===== src/rtl/jpeg_entropy_bit_packer.sv =====
// rtl/jpeg_entropy_bit_packer.sv - MSB-first codeword packer with 0xFF stuffing and 1s-padded flush (optional JPEG_PACK_PARITY_EN adds out_par)
module jpeg_entropy_bit_packer #(
    parameter int CODE_W   = 16,
    parameter int LEN_W    = 5,
    parameter int ACC_BITS = 32
) (
    input  logic              clk,
    input  logic              rst_n,
    input  logic              in_valid,
    output logic              in_ready,
    input  logic [CODE_W-1:0] in_code,
    input  logic [LEN_W-1:0]  in_len,
    input  logic              flush,
    output logic              out_valid,
    input  logic              out_ready,
    output logic [7:0]        out_byte,
`ifdef JPEG_PACK_PARITY_EN
    output logic              flush_done,
    output logic              out_par
`else
    output logic              flush_done
`endif
);

    localparam int FW = $clog2(ACC_BITS + 1);

    typedef enum logic [1:0] {RUN, STUFF, FLUSH, DONE} state_t;

    // Buffered bits live MSB-aligned in acc; everything below the top fill bits is kept zero.
    state_t              state, state_n, ret, ret_n;
    logic [ACC_BITS-1:0] acc, acc_d, acc_n, code_w;
    logic [FW-1:0]       fill, fill_d, fill_n;
    logic [LEN_W-1:0]    len_e, sh;
    logic [CODE_W-1:0]   mask;
    logic                hs, take, out_valid_n, in_ready_n;
    logic [7:0]          out_byte_n;

    assign hs   = out_valid && out_ready;
    assign take = in_valid && in_ready;

    // Clamp the length, mask stray high bits and left-align the codeword in accumulator width.
    always_comb begin
        mask  = '0;
        len_e = (in_len > LEN_W'(CODE_W)) ? LEN_W'(CODE_W) : in_len;
        for (int i = 0; i < CODE_W; i++) begin
            mask[i] = (i < int'(len_e));
        end
        sh     = LEN_W'(CODE_W) - len_e;
        code_w = {in_code & mask, {(ACC_BITS-CODE_W){1'b0}}} << sh;
    end

    // Next-state: drain on handshake, decide stuffing/flush transitions, then append any accepted code.
    always_comb begin
        acc_d   = acc;
        fill_d  = fill;
        state_n = state;
        ret_n   = ret;
        case (state)
            RUN: begin
                if (hs) begin
                    acc_d  = acc << 8;
                    fill_d = fill - FW'(8);
                end
                if (hs && out_byte == 8'hFF) begin
                    state_n = STUFF;
                    ret_n   = flush ? FLUSH : RUN;
                end else if (flush) begin
                    state_n = FLUSH;
                end
            end
            STUFF: begin
                if (hs) state_n = ret;
            end
            FLUSH: begin
                if (hs) begin
                    acc_d  = acc << 8;
                    fill_d = (fill >= FW'(8)) ? fill - FW'(8) : '0;
                    if (out_byte == 8'hFF) begin
                        state_n = STUFF;
                        ret_n   = FLUSH;
                    end
                end else if (fill == '0) begin
                    state_n = DONE;
                end
            end
            DONE:    state_n = RUN;
            default: state_n = RUN;
        endcase
        acc_n  = acc_d;
        fill_n = fill_d;
        if (take) begin
            acc_n  = acc_d | (code_w >> fill_d);
            fill_n = fill_d + FW'(len_e);
        end
        in_ready_n  = (state_n == RUN || state_n == STUFF) &&
                      (({1'b0, fill_n} + (FW+1)'(CODE_W)) <= (FW+1)'(ACC_BITS));
        out_valid_n = (state_n == STUFF) ||
                      (state_n == RUN   && fill_n >= FW'(8)) ||
                      (state_n == FLUSH && fill_n != '0);
        if (state_n == STUFF)
            out_byte_n = 8'h00;
        else if (state_n == FLUSH && fill_n < FW'(8))
            out_byte_n = acc_n[ACC_BITS-1 -: 8] | (8'hFF >> fill_n);
        else
            out_byte_n = acc_n[ACC_BITS-1 -: 8];
    end

    // State and registered outputs; reset discards buffered bits and any pending stuff byte.
    always_ff @(posedge clk) begin
        if (!rst_n) begin
            state      <= RUN;
            ret        <= RUN;
            acc        <= '0;
            fill       <= '0;
            in_ready   <= 1'b0;
            out_valid  <= 1'b0;
            out_byte   <= 8'h00;
            flush_done <= 1'b0;
`ifdef JPEG_PACK_PARITY_EN
            out_par    <= 1'b1;
`endif
        end else begin
            state      <= state_n;
            ret        <= ret_n;
            acc        <= acc_n;
            fill       <= fill_n;
            in_ready   <= in_ready_n;
            out_valid  <= out_valid_n;
            out_byte   <= out_byte_n;
            flush_done <= (state_n == DONE);
`ifdef JPEG_PACK_PARITY_EN
            out_par    <= ~^out_byte_n;
`endif
        end
    end

endmodule


===== config.mk =====
export PLATFORM = sky130hd
export DESIGN_NAME = jpeg_entropy_bit_packer
export DESIGN_NICKNAME = d
export VERILOG_FILES = /design/src/rtl/jpeg_entropy_bit_packer.sv
export SDC_FILE = /design/constraint.sdc
export NUM_CORES = 1
export LEC_CHECK = 0
export ABC_CLOCK_PERIOD_IN_PS = 3900
export BUFFER_PORTS_ARGS = -buffer_cell sky130_fd_sc_hd__buf_2
export CAP_MARGIN = 5
export CORE_ASPECT_RATIO = 1.1
export CORE_UTILIZATION = 56
export CTS_CLUSTER_DIAMETER = 60
export CTS_CLUSTER_SIZE = 28
export DETAILED_ROUTE_END_ITERATION = 6
export PLACE_DENSITY = 0.82
export SYNTH_ARGS = -nofsm -noshare
export SYNTH_HDL_FRONTEND = slang
export SYNTH_SLANG_ARGS = --single-unit

===== constraint.sdc =====
create_clock -name clk -period 3.9 [get_ports clk]
set_input_delay 0.975 -clock clk [delete_from_list [all_inputs] [get_ports clk]]
set_output_delay 0.975 -clock clk [all_outputs]
set_load 0.1 [all_outputs]

Yosys cells after proc, flatten, opt, wreduce, memory -nomap -nowiden
Cells that the tools add are included.
Operators by class
  add/subtract/negate cells: 4
  magnitude comparators: 21
  equal/unequal tests: 10
  shift operators: 3
  mux-type cells: 22
  bitwise gates (word level): 4
  reduce and logical (&&, ||, !) cells: 18
Operators with widths (number)
  32-bit two-way mux: 3
  4-bit by 5-bit less-than comparator with 1-bit output, first input constant: 8
  32-bit bitwise OR: 1
  32-bit by 5-bit << shifter with 32-bit output: 1
  32-bit by 6-bit right shift with 32-bit output: 1
  6-bit two-way mux: 4
  3-bit by 5-bit less-than comparator with 1-bit output, first input constant: 4
  2-bit two-way mux: 10
  16-bit bitwise AND: 1
  6-bit by 4-bit greater-or-equal comparator with 1-bit output, second input constant: 2
  6-bit case mux with 2 select lines: 1
  1-bit by 5-bit less-than comparator with 1-bit output, first input constant: 2
  2-bit by 5-bit less-than comparator with 1-bit output, first input constant: 2
  2-bit == test, second input constant: 4
  8-bit == test, second input constant: 1
  8-bit two-way mux: 1
  8-bit bitwise OR: 1
  2-bit case mux with 4 select lines: 1
  8-bit by 6-bit right shift with 8-bit output, first input constant: 1
  6-bit by 5-bit adder with 7-bit output, second input constant: 1
  7-bit by 6-bit <= comparator with 1-bit output, second input constant: 1
  1-bit logical AND: 7
  6-bit by 5-bit adder with 6-bit output: 1
  6-bit logical NOT: 1
  15 further kinds: 22
Storage, ports and cells
  flip-flop bits (word level): 53
  bits of input ports: 26
  output and inout port bits: 11
  word-level logic and storage cells: 90

Logic depth before layout (Yosys ltp)
Gate-level depths: netlist of run 1.
  depth after elaboration: 10
  depth in mapped cells: 16
  mapped depth without buffers: 14

Worst setup path before layout of run 1
OpenSTA, ideal clock, no wires.
  path kind: register -> register
  start: register out_valid
  end: register out_byte[5]
  library setup time: 0.058 ns
  data arrival time: 4.184 ns
  required time: 3.842 ns
  setup slack: -0.342 ns
  stages on the path, launching flop included: 17
  path buffers: 2
  clock period less this slack: 4.242 ns
  cells stage by stage: dfxtp_1 > nand3b_1 > o21ai_4 > inv_2 > buf_2 > buf_1 > ha_1 > fa_1 > a21o_1 > a21oi_1 > xnor2_1 > mux2i_1 > nand3_1 > nor3_1 > nand2_1 > nor2_1 > o21a_1
Between the ends
  word-level cells in the longest chain between the ends: 8
  elaborated cells on any way between the ends: 24
  those cells by class: add/sub: 1; order compare: 1; eq/ne: 2; shift: 2; mux: 12; bitwise: 2; reduce/logical: 4
Ends and longest elaborated chain
  start: declaration: line 14  | output logic out_valid,
  start signal: assignment: line 128  | out_valid <= out_valid_n;
  1-bit logical AND *: line 38  | assign hs = out_valid && out_ready;
  6-bit two-way mux (on tied branches): line 75, 60
  6-bit case mux with 2 select lines: line 58  | case (state)
  6-bit by 5-bit adder with 6-bit output or 32-bit by 6-bit right shift with 32-bit output (tied branches): line 93, 92
  6-bit two-way mux or 32-bit bitwise OR (tied branches): line 91, 92
  6-bit by 4-bit less-than comparator with 1-bit output, or another cell as far along: line 102  | else if (state_n == FLUSH && fill_n < FW'(8))
  1-bit logical AND or 8-bit bitwise OR (tied branches): line 102, 103
  8-bit two-way mux: line 102
  end signal: assignment: line 129  | out_byte <= out_byte_n;
  end: declaration: line 16  | output logic [7:0] out_byte,
Mark *: on every way between the ends. The rest lies on a longest branch, timed or not.
A chain may end at the register's enable or synchronous reset.

Worst setup path in the final report of run 1
  start: input in_len[0]
  end: register acc[9]
Between the ends
  word-level cells in the longest chain between the ends: 8
  elaborated cells on any way between the ends: 24
  those cells by class: add/sub: 1; order compare: 17; shift: 2; mux: 2; bitwise: 2
Ends and longest elaborated chain
  start: declaration: line 12  | input logic [LEN_W-1:0] in_len,
  5-bit > comparator: line 44  | len_e = (in_len > LEN_W'(CODE_W)) ? LEN_W'(CODE_W) : in_len;
  5-bit two-way mux *: line 44
  1-bit by 5-bit less-than comparator with 1-bit output, or another cell as far along: line 46  | mask[i] = (i < int'(len_e));
  16-bit bitwise AND: line 49  | code_w = {in_code & mask, {(ACC_BITS-CODE_W){1'b0}}} << sh;
  32-bit by 5-bit << shifter with 32-bit output *: line 49
  32-bit by 6-bit right shift with 32-bit output *: line 92  | acc_n = acc_d | (code_w >> fill_d);
  32-bit bitwise OR *: line 92
  32-bit two-way mux *: line 91  | if (take) begin
  end signal: assignment: line 125  | acc <= acc_n;
  end: declaration: line 31  | logic [ACC_BITS-1:0] acc, acc_d, acc_n, code_w;
Marked as above.

==> results of run 1 <==
[stage by stage]
step | power (mW) | util | cells | setup slack [ns]
final | 2.65 | 0.659 | 822 | 0.312
after global routing | 2.78 | 0.659 | 822 | 0.0545
after CTS | 2.61 | 0.659 | 822 | 0.333
after detailed placement | 2.23 | 0.645 | 814 | 0.0323
after global placement | 2.21 | 0.645 | 814 | 0.113
after floorplan | 1.85 | - | 670 | 0.0405
[worst register-to-register path, cell delays in order, from the launching register on]
cell     delay [ns]
dfxtp_1        0.35
or4b_1         0.62
o21ai_4        0.21
inv_2          0.05
ha_1           0.22
fa_2           0.41
a21o_1         0.17
a21oi_1        0.18
xnor2_1        0.09
mux2i_1        0.28
nand3_1        0.19
nor3_2         0.35
nand2_1        0.15
nor2_1         0.15
o21a_1         0.12
[power breakdown]
part	leakage (nW)	internal (mW)	switching (mW)
Combinational	1.65	0.454	1.12
Clock	0.0548	0.194	0.193
Sequential	0.423	0.627	0.0541
[how the worst max path moves through the flow]
stage | from | end | slack (ns) | depth (start not counted)
after floorplan | out_ready | out_byte[5]$_SDFF_PP0_ | 0.04 | 16
after global placement | in_len[4] | acc[9]$_SDFF_PN0_ | 0.11 | 13
after detailed placement | out_ready | out_byte[5]$_SDFF_PP0_ | 0.03 | 15
after CTS | fill[5]$_SDFF_PN0_ | out_byte[5]$_SDFF_PP0_ | 0.33 | 14
after global routing | in_len[4] | acc[13]$_SDFF_PN0_ | 0.05 | 12
final | in_len[0] | acc[9]$_SDFF_PN0_ | 0.31 | 13
[logic make-up after synthesis]
logic type                 count (synthesis)
xor gates and xnor gates                   8
buffers and inverters                     61
adders and majority gates                  8
and+or+nand+nor                          287
DFF                                       52
muxes                                     22
AOI/OAI and AO/OA                        232
[routing by layer]
| metal | share of wire | global-route usage | vias up |
|---|---|---|---|
| li1 | - | - | 2621 |
| met1 | 0.38 | 0.423 | 2577 |
| met2 | 0.48 | 0.637 | 327 |
| met3 | 0.072 | 0.0509 | 81 |
| met4 | 0.061 | 0.220 | 0 |
| met5 | 0 | 0 | - |
[cell type report]
class	count	area [um2]
Sequential cell	52	1040
Inverter	16	60.1
Fill cell	755	2760
Timing Repair Buffer	81	531
Clock buffer	5	68.8
Clock inverter	3	46.3
Tap cell	108	135
Multi-Input combinational cell	557	3440
[placed cells by master, fill, tap and decap left out, types with 19 or more instances in the layout]
master / synthesis / final
a21oi_1: 47 / 47
a31oi_1: 21 / 21
buf_2: 10 / 36
buf_4: 6 / 44
dfxtp_1: 52 / 51
mux2i_1: 21 / 21
nand2_1: 92 / 92
nand3_1: 35 / 35
nor2_1: 75 / 75
nor3_1: 20 / 19
o211ai_1: 19 / 19
o21ai_0: 28 / 28
[state kept, by name, indices dropped and copies added, names as in the netlist]
register    count
ret             1
in_ready        1
flush_done      1
fill            6
acc            32
out_byte        8
state           2
out_valid       1
==> flow_summary.json, run 1 <==
{
  "synth_cell_types": 86,
  "ant_nets": 0,
  "setup_viol": 0,
  "crit_type": "in -> reg",
  "yosys-top-cells-count": "92 x nand2_1, 75 x nor2_1, 52 x dfxtp_1",
  "required_ns": 4.13,
  "root_buffer": "clkbuf_8",
  "ys_async_sr_fraction": 0,
  "synth_compound_area_frac": 0.351,
  "syn_area_per_cell_um2": 7.10,
  "period_needed_ns": 3.59,
  "end_kind": "flip-flop",
  "worstPathArrival_ns": 3.82,
  "synthTopCellsByArea": "dfxtp_1 22%, nand2_1 7.3%, nor2_1 5.9%",
  "vdd_ir_drop_max_mv": 0.274,
  "r2r_end": "out_byte[5]$_SDFF_PP0_",
  "worstHoldPathCells": 2,
  "syn-cell-area_mm2": 0.00475,
  "relSlewSlack": 0.534,
  "die_y_um": 98.6,
  "finalHoldViolCount": 0,
  "clk_pin_slew_worst_paths_ns": 0.10,
  "netlist.area_leader.share": 0.219,
  "syn-num-nets": 704,
  "holdPathEnd": "acc[0]$_SDFF_PN0_",
  "cp_top_family": "compound AO/OA/AOI/OAI gates",
  "insertion_delay_ns": 0.31,
  "cap_violations": 0,
  "dieArea_mm2": 0.00886,
  "overflow": 0,
  "synth_xor_area_frac": 0.0147,
  "numCtsBuffers": 5,
  "drive_gt1_frac": 0.167,
  "post_cts_resized": 0,
  "synth_edf_count": 0,
  "dp_hpwl_mm": 12.2,
  "slew_violations": 0,
  "ys_warn_count": 0,
  "rows": 34,
  "place.gp.congestion": 0.997,
  "core_mm2": 0.00808,
  "yosys.area.top_type": "dfxtp_1",
  "whs_ns": 0.485,
  "crit_path_max_incr_delay_ns": 0.44,
  "p_leak_nw": 2.13,
  "cts_setup_buffers": 0,
  "fin_worst_skew_ns": 0.00644,
  "cts_tree": "done",
  "powerDensity_mw_per_mm2": 497,
  "grt_pass1_wl_mm": 26.3,
  "port_buffers": 36,
  "nets": 747,
  "postCtsHoldBufs": 0,
  "wl_mm": 15.8,
  "fmax_mhz": 279,
  "io-pin-count": 37,
  "crit_chain": "buf_2 > nand2b_1 > ha_1 > buf_4 > xor2_1 > o22ai_1 > a21oi_1 > o211ai_1 > nand2_1 > a21oi_1 > a21oi_1 > mux2i_1 > a311oi_1",
  "final_area_mm2": 0.00533,
  "cts.sinks": 52,
  "grt_max_degree": 32,
  "synth_fa_ha_area_frac": 0.0226,
  "clockBufferDepth": 2,
  "startpoint_type": "input pin",
  "setup_tns_ns": 0,
  "antenna_found_initial": 0,
  "cp_slowest_cell": "a21oi_1",
  "syn_inst": 670,
  "diodes": 0,
  "r2r_start": "fill[5]$_SDFF_PN0_",
  "dr.first_iter.drc_count": 478,
  "grtUsageTotal": 0.363,
  "crit_top_cell": "a21oi_1",
  "grt_pass1_vias": 5400,
  "synth_top_family_by_area": "compound AO/OA/AOI/OAI gates",
  "synthMuxAreaShare": 0.0474,
  "place_area_mm2": 0.00521,
  "route.vias.total": 5606,
  "path_buf_inv": 2,
  "worstRegToRegCells": 14,
  "yosysSeqAreaShare": 0.219,
  "drc": 0,
  "area_growth_pct": 12.0,
  "rsz0062_at_grt": "no",
  "cts_max_level": 2,
  "ys_ff_latch": 52,
  "synth_ff_type": "dfxtp_1",
  "cp_max_fo": 10,
  "hold_path_class": "reg -> reg",
  "period_share": 0.920,
  "firstDrtPassIters": 5,
  "synth_most_common_cell": "nand2_1",
  "die_w_um": 89.9,
  "hold_start": "acc[0]$_SDFF_PN0_",
  "initial_utilization": 0.588,
  "status": "finished clean",
  "r2r_setup_slack_ns": 0.32,
  "synth-simple-area-share": 0.287,
  "via_per_inst": 6.82,
  "tightest_slew_ns": 0.691,
  "wl_per_cell_um": 19.3
}
No activity file was read; power rests on OpenSTA's default activity.
==> run 2, diff against run 1 <==
--- a/config.mk
+++ b/config.mk
@@ -5,10 +5,12 @@
 export SDC_FILE = /design/constraint.sdc
 export NUM_CORES = 1
 export LEC_CHECK = 0
+export ABC_AREA = 1
 export ABC_CLOCK_PERIOD_IN_PS = 3900
 export BUFFER_PORTS_ARGS = -buffer_cell sky130_fd_sc_hd__buf_2
 export CAP_MARGIN = 5
 export CORE_ASPECT_RATIO = 1.1
+export CORE_MARGIN = 8
 export CORE_UTILIZATION = 56
 export CTS_CLUSTER_DIAMETER = 60
 export CTS_CLUSTER_SIZE = 28
==> flow_summary.json, run 2 <==
{
  "status": "finished clean",
  "synth_top_family_by_area": "simple AND/OR/NAND/NOR gates",
  "dieArea_mm2": 0.0115,
  "place_area_mm2": 0.00489,
  "setup_tns_ns": 0,
  "dp_hpwl_mm": 10.2,
  "fill_cells": 834,
  "final_area_mm2": 0.00498,
  "wl_per_cell_um": 14.2,
  "synth-simple-area-share": 0.510,
  "ant_nets": 0,
  "synth_compound_area_frac": 0.117,
  "wl_mm": 13.0,
  "crit_type": "in -> reg",
  "p_leak_nw": 2.44,
  "ys_warn_count": 0,
  "firstDrtPassIters": 5,
  "syn-num-nets": 811,
  "required_ns": 4.15,
  "antenna_found_initial": 0,
  "dr.first_iter.drc_count": 440,
  "yosysSeqAreaShare": 0.224,
  "synth_fa_ha_area_frac": 0.0231,
  "syn_area_per_cell_um2": 5.99,
  "period_share": 0.882,
  "synthTopCellsByArea": "dfxtp_1 22%, nand3_1 18%, nand2_1 18%",
  "cts_max_level": 2,
  "vdd_ir_drop_max_mv": 0.212,
  "cts_tree": "done",
  "postCtsHoldBufs": 0,
  "place.gp.congestion": 1.01,
  "drive_gt1_frac": 0.148,
  "period_needed_ns": 3.44,
  "powerDensity_mw_per_mm2": 558,
  "yosys.area.top_type": "dfxtp_1",
  "cts.sinks": 52,
  "grt_pass1_vias": 4871,
  "hold_path_class": "reg -> reg",
  "rows": 35,
  "top_register": "acc",
  "area_growth_pct": 7.07,
  "top_regs": "acc (32), out_byte (8), fill (6)",
  "diodes": 0,
  "synth_edf_count": 0,
  "finalHoldViolCount": 0,
  "clk_pin_slew_worst_paths_ns": 0.09,
  "pre_cts_ws_ns": 0.154,
  "syn-cell-area_mm2": 0.00466,
  "root_buffer": "clkbuf_8",
  "drc": 0,
  "cp_max_fo": 6,
  "nets": 835,
  "clockBufferDepth": 2,
  "rsz0062_at_grt": "no",
  "numCtsBuffers": 5,
  "synth_cell_types": 47,
  "grtUsageTotal": 0.231,
  "grt_max_degree": 45,
  "setup_slack_ns": 0.460,
  "die_y_um": 112,
  "port_buffers": 36,
  "core_mm2": 0.00823,
  "initial_utilization": 0.566,
  "relSlewSlack": 0.558,
  "ys_ff_latch": 52,
  "synthMuxAreaShare": 0.0129,
  "yosys-top-cells-count": "219 x nand2_1, 168 x nand3_1, 57 x inv_1",
  "synth_ff_type": "dfxtp_1",
  "syn_inst": 777,
  "cap_violations": 0,
  "fmax_mhz": 291,
  "startpoint_type": "input pin",
  "worstPathArrival_ns": 3.69,
  "insertion_delay_ns": 0.30,
  "route.vias.total": 5266,
  "synth_most_common_cell": "nand2_1",
  "io-pin-count": 37,
  "via_per_inst": 5.77,
  "ys_async_sr_fraction": 0,
  "overflow": 0,
  "synth_xor_area_frac": 0.00564,
  "setup_viol": 0,
  "netlist.area_leader.share": 0.224,
  "cts_setup_buffers": 0,
  "final_common_cell": "nand2_1",
  "fin_worst_skew_ns": 0.00890,
  "end_kind": "flip-flop",
  "slew_violations": 0,
  "final_cell_mix": "219 x nand2_1, 168 x nand3_1, 57 x inv_1",
  "grt_pass1_wl_mm": 22.3,
  "die_w_um": 103,
  "tightest_slew_ns": 0.663,
  "post_cts_resized": 0,
  "largest_reg_flops": 32
}
run 2: critical path: stages:
cell	delay [ns]
buf_2	0.07
nand2_1	0.15
nor3_4	0.32
nor2_4	0.05
ha_1	0.21
fa_1	0.46
nand2_1	0.08
nand2_1	0.05
a21oi_1	0.14
nand2_1	0.11
a31oi_4	0.23
inv_2	0.07
nor2_4	0.14
nand3_2	0.16
a31oi_1	0.25
o21ai_1	0.11
inv_1	0.09
run 2: area by class of cell:
class	instances	area, um2	area share
well taps	111	139	0.0279
repair buffers	55	323	0.0648
multi-input cells	618	3120	0.625
flip-flops and latches	52	1040	0.209
clock inverters	2	15.0	0.00301
clock buffers	6	82.6	0.0166
inverters	69	269	0.0540
run 2: path summary, 6_finish.rpt:
check,cells after the start,endpoint,slack [ns],startpoint
max,17,out_byte[1]$_SDFF_PP0_,0.46,out_ready
min,2,acc[7]$_SDFF_PN0_,0.47,acc[7]$_SDFF_PN0_
max reg2reg,17,out_byte[1]$_SDFF_PP0_,0.81,state[0]$_SDFF_PN0_
min reg2reg,2,acc[7]$_SDFF_PN0_,0.47,acc[7]$_SDFF_PN0_
run 2: power breakdown:
| part | internal, mW | switching [mW] | total, mW |
|---|---|---|---|
| Sequential | 0.641 | 0.0454 | 0.686 |
| Combinational | 0.494 | 1.28 | 1.77 |
| Clock | 0.144 | 0.181 | 0.325 |
| Total | 1.28 | 1.50 | 2.78 |
run 2: cell families after synthesis:
kind of cell / Yosys count
AND/OR/NAND/NOR: 506
buffers and inverters: 107
AO/OA/AOI/OAI: 95
flip-flops: 52
adder cells (fa/ha/maj): 8
multiplexers: 6
XOR/XNOR: 3
run 2: per-stage QoR:
step | hold WS (ns) | instances | utilization | power [mW]
after floorplan | 0.442 | 777 | - | 2.09
after global placement | 0.451 | 905 | 0.594 | 2.41
after detailed placement | 0.452 | 905 | 0.594 | 2.44
after CTS | 0.466 | 913 | 0.605 | 2.76
after global routing | 0.484 | 913 | 0.605 | 3.00
final | 0.467 | 913 | 0.605 | 2.78
run 2: routing by layer:
metal / track usage / share of wire / wire length (um)
met1: 0.289 / 0.42 / 5490
met2: 0.383 / 0.48 / 6210
met3: 0.0206 / 0.064 / 836
met4: 0.106 / 0.037 / 475
met5: 0 / 0 / 0
==> run 3, diff against run 2 <==
==> config.mk (replaced) <==
export PLATFORM = sky130hd
export DESIGN_NAME = jpeg_entropy_bit_packer
export DESIGN_NICKNAME = d
export VERILOG_FILES = /design/src/rtl/jpeg_entropy_bit_packer.sv
export SDC_FILE = /design/constraint.sdc
export NUM_CORES = 1
export LEC_CHECK = 0
export ABC_AREA = 1
export ABC_CLOCK_PERIOD_IN_PS = 3600
export BUFFER_PORTS_ARGS = -buffer_cell sky130_fd_sc_hd__clkbuf_2
export CAP_MARGIN = 5
export CELL_PAD_IN_SITES_DETAIL_PLACEMENT = 0
export CELL_PAD_IN_SITES_GLOBAL_PLACEMENT = 1
export CORE_ASPECT_RATIO = 1.1
export CORE_MARGIN = 8
export CORE_UTILIZATION = 43
export CTS_CLUSTER_DIAMETER = 60
export CTS_CLUSTER_SIZE = 28
export DETAILED_ROUTE_END_ITERATION = 6
export PLACE_DENSITY = 0.86
export SYNTH_ARGS = -nofsm -noshare
export SYNTH_HDL_FRONTEND = slang
export SYNTH_SLANG_ARGS = --single-unit
==> constraint.sdc (replaced) <==
create_clock -name clk -period 3.6 [get_ports clk]
set_input_delay 0.9 -clock clk [delete_from_list [all_inputs] [get_ports clk]]
set_output_delay 0.9 -clock clk [all_outputs]
set_load 0.1 [all_outputs]
==> flow_summary.json, run 3 (synthesis gave the netlist of run 2 again) <==
{
  "relSlewSlack": 0.619,
  "tightest_slew_ns": 0.571,
  "rsz0062_at_grt": "no",
  "io-pin-count": 37,
  "fin_worst_skew_ns": 0.00820,
  "final_area_mm2": 0.00523,
  "postCtsHoldBufs": 0,
  "post_cts_resized": 0,
  "nets": 855,
  "die_w_um": 115,
  "grtUsageMet2": 0.323,
  "end_kind": "flip-flop",
  "antenna_found_initial": 0,
  "clockBufferDepth": 2,
  "multiInputGateArea_mm2": 0.00312,
  "drc": 0,
  "crit_chain": "clkbuf_2 > nand2_1 > nor3_4 > nor2_4 > ha_1 > fa_1 > nand2_1 > nand2_1 > a21oi_1 > nand2_1 > a31oi_4 > inv_2 > nor2_4 > nand3_2 > inv_2 > nand2_2 > a21oi_1 > o21ai_1 > inv_1",
  "p_leak_nw": 2.57,
  "crit_path_max_incr_delay_ns": 0.45,
  "root_buffer": "clkbuf_16",
  "setup_slack_ns": 0.307,
  "grt_pass1_wl_mm": 22.9,
  "area_growth_pct": 12.3,
  "largest_reg_flops": 32,
  "period_needed_ns": 3.29,
  "slew_violations": 0,
  "overflow": 0,
  "cts_setup_buffers": 0,
  "top_regs": "acc (32), out_byte (8), fill (6)",
  "dr.first_iter.drc_count": 344,
  "finalHoldViolCount": 0,
  "holdPathEnd": "acc[6]$_SDFF_PN0_",
  "vdd_ir_drop_max_mv": 0.435,
  "grtUsageMet3": 0.0169,
  "cp_top_family": "simple AND/OR/NAND/NOR gates",
  "clk_pin_slew_worst_paths_ns": 0.07,
  "clkPwrFrac": 0.150,
  "r2r_end": "out_byte[5]$_SDFF_PP0_",
  "cp_max_fo": 6,
  "fin_total_pwr_mw": 3.17,
  "cts_tree": "done",
  "top_usage_layer": "met2",
  "placed_cells": 961,
  "worstHoldPathCells": 2,
  "period_share": 0.915,
  "r2r_setup_slack_ns": 0.54,
  "hold_start": "acc[6]$_SDFF_PN0_",
  "wl_mm": 13.4,
  "power.internal_mw": 1.54,
  "finalNonFillerCells": 969,
  "dieArea_mm2": 0.0144,
  "worstRegToRegCells": 19,
  "fmax_mhz": 304,
  "startpoint_type": "input pin",
  "core_mm2": 0.0108,
  "p_seq_frac": 0.235,
  "p_sw_mw": 1.63,
  "route.vias.total": 5181,
  "insertion_delay_ns": 0.29,
  "r2r_start": "state[0]$_SDFF_PN0_",
  "via_per_inst": 5.35,
  "switching_share": 0.515,
  "grt_pass1_vias": 4895,
  "setup_viol": 0,
  "place_area_mm2": 0.00508,
  "regArea_mm2": 0.00104,
  "grtUsageTotal": 0.190,
  "required_ns": 3.83,
  "status": "finished clean",
  "p_comb_frac": 0.615,
  "setup_tns_ns": 0,
  "port_buffers": 36,
  "top_register": "acc",
  "initial_utilization": 0.433,
  "final_common_cell": "nand2_1",
  "cts_max_level": 2,
  "dp_hpwl_mm": 10.7,
  "grt_max_degree": 45,
  "final_cell_mix": "219 x nand2_1, 168 x nand3_1, 57 x inv_1",
  "diodes": 0,
  "numCtsBuffers": 5,
  "firstDrtPassIters": 5,
  "hold_path_class": "reg -> reg",
  "cts.sinks": 52,
  "place.gp.congestion": 0.903,
  "pre_cts_ws_ns": 0.0260,
  "powerDensity_mw_per_mm2": 607,
  "drive_gt1_frac": 0.168,
  "die_y_um": 125,
  "rows": 40,
  "use_met1": 0.240,
  "wl_per_cell_um": 13.8,
  "cp_slowest_cell": "fa_1",
  "crit_type": "in -> reg",
  "worstPathArrival_ns": 3.52,
  "path_buf_inv": 4,
  "cap_violations": 0,
  "crit_top_cell": "nand2_1",
  "ant_nets": 0,
  "fill_cells": 1153
}
[run 3: cell types whose count changed in the layout (fill, tap and decap cells not counted), sizes merged]
| cell | change |
|---|---|
| clkinvlp | -2 |
| buf | -16 |
| clkbuf | +38 |
[run 3: per-stage QoR]
| stage | hold slack (ns) | utilization |
|---|---|---|
| 5_1_grt | 0.481 | 0.486 |
| 2_1_floorplan | 0.442 | - |
| 3_5_place_dp | 0.454 | 0.472 |
| 3_3_place_gp | 0.450 | 0.472 |
| 4_1_cts | 0.464 | 0.486 |
| 6_report | 0.466 | 0.486 |
[run 3: cell type report]
type,count,share of cell area
clock buffer,8,0.0280
inverter,69,0.0514
multi-input combinational,618,0.596
sequential,52,0.199
tap,147,0.0352
timing repair buffer,75,0.0904
[run 3: power groups by stage]
stage | sequential (mW) | combinational (mW) | clock, mW
after floorplan | 1.04 | 1.22 | 0
after CTS | 0.746 | 1.94 | 0.485
after detailed placement | 0.758 | 1.93 | 0
final | 0.746 | 1.95 | 0.476
after global routing | 0.761 | 2.17 | 0.507
after global placement | 0.753 | 1.91 | 0
[run 3: tightest hold or removal path, cell delays in order, from the launching register on]
cell and delay [ns]:
dfxtp_1 0.31, nand2_1 0.06, a21oi_1 0.05
[run 3: worst max path at each step]
| stage | cells after the start | startpoint | endpoint |
|---|---|---|---|
| 2_1_floorplan | 19 | out_ready | out_byte[5]$_SDFF_PP0_ |
| 4_1_cts | 19 | out_ready | out_byte[5]$_SDFF_PP0_ |
| 3_3_place_gp | 19 | out_ready | out_byte[5]$_SDFF_PP0_ |
| 5_1_grt | 25 | in_len[0] | out_byte[2]$_SDFF_PP0_ |
| 6_report | 19 | out_ready | out_byte[5]$_SDFF_PP0_ |
| 3_5_place_dp | 19 | out_ready | out_byte[5]$_SDFF_PP0_ |
[run 3: per-layer routing]
| metal | wire [um] | vias to the layer above |
|---|---|---|
| met1 | 6040 | 2351 |
| met5 | 0 | - |
| met2 | 6530 | 136 |
| met3 | 468 | 24 |
| li1 | - | 2670 |
| met4 | 308 | 0 |
